File: src/rtl/gray_pkg.sv
// Shared types and helpers for the Gray sequence checker: state encoding,
// lock-counter width and the Gray-to-binary decode used by the pipeline.
package gray_pkg;

    localparam int GRAY_MAXW = 32;
    localparam int LOCK_CW   = 4;

    typedef enum logic [1:0] {
        ST_SYNC   = 2'd0,
        ST_LOCKED = 2'd1,
        ST_FAULT  = 2'd2
    } chk_state_t;

    // Each binary bit is the XOR of all Gray bits at or above it.
    function automatic logic [GRAY_MAXW-1:0] gray2bin(input logic [GRAY_MAXW-1:0] g);
        logic [GRAY_MAXW-1:0] b;
        b[GRAY_MAXW-1] = g[GRAY_MAXW-1];
        for (int i = GRAY_MAXW-2; i >= 0; i--) begin
            b[i] = b[i+1] ^ g[i];
        end
        return b;
    endfunction

endpackage

File: src/rtl/gray2bin_pipe.sv
// Two-stage Gray decode with valid and wrap sideband; o_bin holds the last valid sample.
// Latency 2 cycles, no backpressure: a sample is accepted on every cycle it is valid.
module gray2bin_pipe
    import gray_pkg::*;
#(
    parameter int CBITS = 14
) (
    input  logic             clk,
    input  logic             rst,
    input  logic [CBITS-1:0] i_gray,
    input  logic             i_vld,
    input  logic             i_wrap,
    output logic [CBITS-1:0] o_bin,
    output logic             o_vld,
    output logic             o_wrap
);

    logic [CBITS-1:0] r_gray1;
    logic             r_vld1;
    logic             r_wrap1;
    logic [CBITS-1:0] r_bin2;
    logic             r_vld2;
    logic             r_wrap2;
    logic [CBITS-1:0] w_bin1;

    assign w_bin1 = CBITS'(gray2bin(GRAY_MAXW'(r_gray1)));

    always_ff @(posedge clk or posedge rst) begin
        if (rst) begin
            r_gray1 <= '0;
            r_vld1  <= 1'b0;
            r_wrap1 <= 1'b0;
            r_bin2  <= '0;
            r_vld2  <= 1'b0;
            r_wrap2 <= 1'b0;
        end else begin
            r_gray1 <= i_gray;
            r_vld1  <= i_vld;
            r_wrap1 <= i_wrap;
            r_vld2  <= r_vld1;
            r_wrap2 <= r_wrap1;
            if (r_vld1) begin
                r_bin2 <= w_bin1;
            end
        end
    end

    assign o_bin  = r_bin2;
    assign o_vld  = r_vld2;
    assign o_wrap = r_wrap2;

endmodule

File: config.mk
export PLATFORM = sky130hd
export DESIGN_NAME = gray2bin_pipe
export DESIGN_NICKNAME = d
export VERILOG_FILES = /design/src/rtl/gray_pkg.sv /design/src/rtl/gray2bin_pipe.sv
export SDC_FILE = /design/constraint.sdc
export NUM_CORES = 1
export LEC_CHECK = 0
export BUFFER_PORTS_ARGS = -buffer_cell sky130_fd_sc_hd__clkbuf_2
export CAP_MARGIN = 25
export CORE_AREA = 8 8 58 60
export DETAILED_ROUTE_END_ITERATION = 12
export DIE_AREA = 0 0 66 68
export PLACE_DENSITY = 0.75
export SYNTH_ARGS = -nofsm -noshare
export SYNTH_HDL_FRONTEND = slang
export SYNTH_SLANG_ARGS = --single-unit
File: constraint.sdc
create_clock -name clk -period 2.5 [get_ports clk]
set_input_delay 0.5 -clock clk [delete_from_list [all_inputs] [get_ports clk]]
set_output_delay 0.5 -clock clk [all_outputs]
set_load 0.005 [all_outputs]
==> impl_results.md <==
* Yosys warnings at 0
* FF-to-FF setup slack at roughly 0.24 ns
* Max Cap Violations at 0
* Drt first pass iters at 2
* Register area share after synthesis at around two thirds
* CP Capture Point: o_bin[1]
* Vias at 674
* Hold Path Class: in2async
* CTS buffer count at 5
* RSZ-0062 raised after global routing: no
* Mapped Cells at 76
* Vias/cell at roughly 4.6
* Critical path arrival at between 2 and 2.5 ns
* Largest net degree at the start of global routing at 33
* Antenna Nets Post-Route at 0
* NumNets Final at 133
* Worst path slowest cell: xnor3_2
* WS Path Type: reg2reg
* Min Tclk post-route at approximately 2.3 ns
* Crit end category: register
* Reg-to-reg startpoint: r_gray1[13]
* Number of global-route vias before repair at slightly above 700
* Post-synthesis area per instance at between 15 and 20 um^2
* Initial antenna violation count at 0
* Final Skew at approximately 0.0064 ns
* Synth Cell Area at around 1200 um^2
* Clock root buffer: clkbuf_4
* PostCTS Resize Cnt at 0
* Layout cell share with drive strength beyond 1 at ~42%
* Fin. Hold Viols at 0
* Number of diodes at 0
* CP max stage delay at roughly 0.44 ns
* # IOs at 34
* Die height at 68 um
* Setup Fix Bufs, Post-CTS at 0
* Core Box Area at 2567 um^2
* Worst VDD drop at just over 500 uV
* Unique masters post-synth at 12
* PortBufs at 33
* GRT Util Overall at a little over 10%
* Leakage at 0.7064 nW
* Initial DRC Count at 24
* DIE WIDTH at about 66 um
* Post-Route WL at a little over 2 mm
* Initial core utilization at between 40% and 50%
* Final HPWL from detailed placement at 1.509 mm
* Final Total Pwr at approximately 1.3 mW
* Clk_lat worst skew at around 0.32 ns
* Clock sink count at 32
* FF+latch count, synth at 32
* Site row count at 19
* Final period utilization at ~90%
* GRT overflow at 0
* Worst Tran Pin Value at about 0.75 ns
* Filler cell count in the final layout at 214
* P&R area growth vs syn at 22.44%
* Routability congestion estimate at slightly below 0.7
* R2R cell count at 5
* Status: completed
* Most frequent CP cell: xnor3_2
* Deepest clock path buffer count at 2
* Die Area at 4488 um^2
* Hold buffers post-CTS at 0
* Crit-path max FO at 4
* Crit path from: r_gray1[13]
* Slew HR at between 40 and 50%
* Fmax at 441.6 MHz
* Synth Net Count at between 90 and 100
* Pwr Density at a little under 900 nW/um^2
* CTS tree: built
* Slew Viols, Final at 0
* First-pass GRT wire length at between 3 and 4 mm
* DR WL/cell at roughly 14 um
* Req. time, crit path at ~2.7 ns
* Final setup violation count at 0
* Reg2reg end: o_bin[1]
* Worst path cell trace: xor3_2 -> xnor3_2 -> xnor3_2 -> xor2_1 -> mux2_4
* Clock slew at reported path FFs at about 0.09 ns
* Setup TNS at 0 ns
* Setup crit start kind: register
* DRC violations left at 0
* H-Tree Depth at 2
## routing by layer
layer  routed length (um)  GRT usage [%]  vias up
met5                    0              0        -
met1                  729          9.980      321
li1                     -              -      322
met3                  179          5.074        7
met4                   65          8.800        0
met2                 1045          16.32       24
## flip-flops by register name (all words and copies together), names as in the netlist
name	flops
r_gray1	14
r_wrap1	1
o_vld	1
o_bin	14
r_vld1	1
o_wrap	1
## cell families (layout without fill, tap and decap cells)
| kind of cell | Yosys count | in the layout | share of synthesized area [%] |
|---|---|---|---|
| AOI/OAI and AO/OA | 7 | 7 | 2.991 |
| xor gates and xnor gates | 19 | 19 | 18.16 |
| buffers and inverters | 4 | 44 | 1.283 |
| DFF | 32 | 32 | 68.38 |
| muxes | 7 | 7 | 6.944 |
| and+or+nand+nor | 7 | 7 | 2.244 |
## layout by cell type, fill, tap and decap left out, drive strengths merged
cell type	instances
a21oi	7
buf	1
clkbuf	41
dfrtp	32
inv	2
mux2	6
mux2i	1
nor2	7
xnor2	9
xnor3	2
xor2	7
xor3	1
## worst min path at each step
stage               startpoint           to  cells after the start
CTS                        rst     o_bin[0]                      3
finish                     rst    o_bin[13]                      3
global placement       r_wrap1       o_wrap                      0
floorplan              r_wrap1       o_wrap                      0
detailed placement     r_wrap1       o_wrap                      0
global route        i_gray[11]  r_gray1[11]                      1
## synth_stat cells
library cell | n | area share (%)
dfrtp_1 | 32 | 68
xnor2_1 | 9 | 6.7
a21oi_1 | 7 | 3.0
nor2_1 | 7 | 2.2
xor2_1 | 7 | 5.2
mux2_2 | 5 | 4.8
clkbuf_1 | 2 | 0.64
inv_1 | 2 | 0.64
xnor3_2 | 2 | 4.1
mux2_4 | 1 | 1.3
mux2i_1 | 1 | 0.85
xor3_2 | 1 | 2.1
## area by class of cell
cell class | instances | area (um^2) | area share, %
clock buffer | 8 | 58.81 | 4.101
tap | 31 | 38.79 | 2.705
inverter | 2 | 7.507 | 0.5236
multi-input combinational | 40 | 355.3 | 24.78
timing repair buffer | 34 | 172.7 | 12.04
sequential | 32 | 800.8 | 55.85
## critical path: cells and delay by family (launching register included)
family | cells | cell delay, ns
mux | 1 | 0.26
flops | 1 | 0.43
xor+xnor | 4 | 1.47
## stage by stage
step                      utilization, %  setup slack (ns)  std cells  hold slack, ns  cell area [um^2]
after global routing               55.85            0.1644        147          0.2468              1434
after detailed placement           53.56            0.2458        139          0.3451              1375
after global placement             53.56            0.2876        139          0.3332              1375
final                              55.85            0.2357        147          0.2189              1434
after CTS                          55.85            0.2335        147          0.2147              1434
after floorplan                        -            0.3117         76          0.3312              1171
## power by group
| group | switching [mW] | internal, mW | total, mW |
|---|---|---|---|
| registers | 0.0541 | 0.609 | 0.663 |
| logic | 0.133 | 0.183 | 0.317 |
| clock network | 0.156 | 0.139 | 0.295 |
| total | 0.344 | 0.930 | 1.27 |
Power figures use the tool's default switching activity.
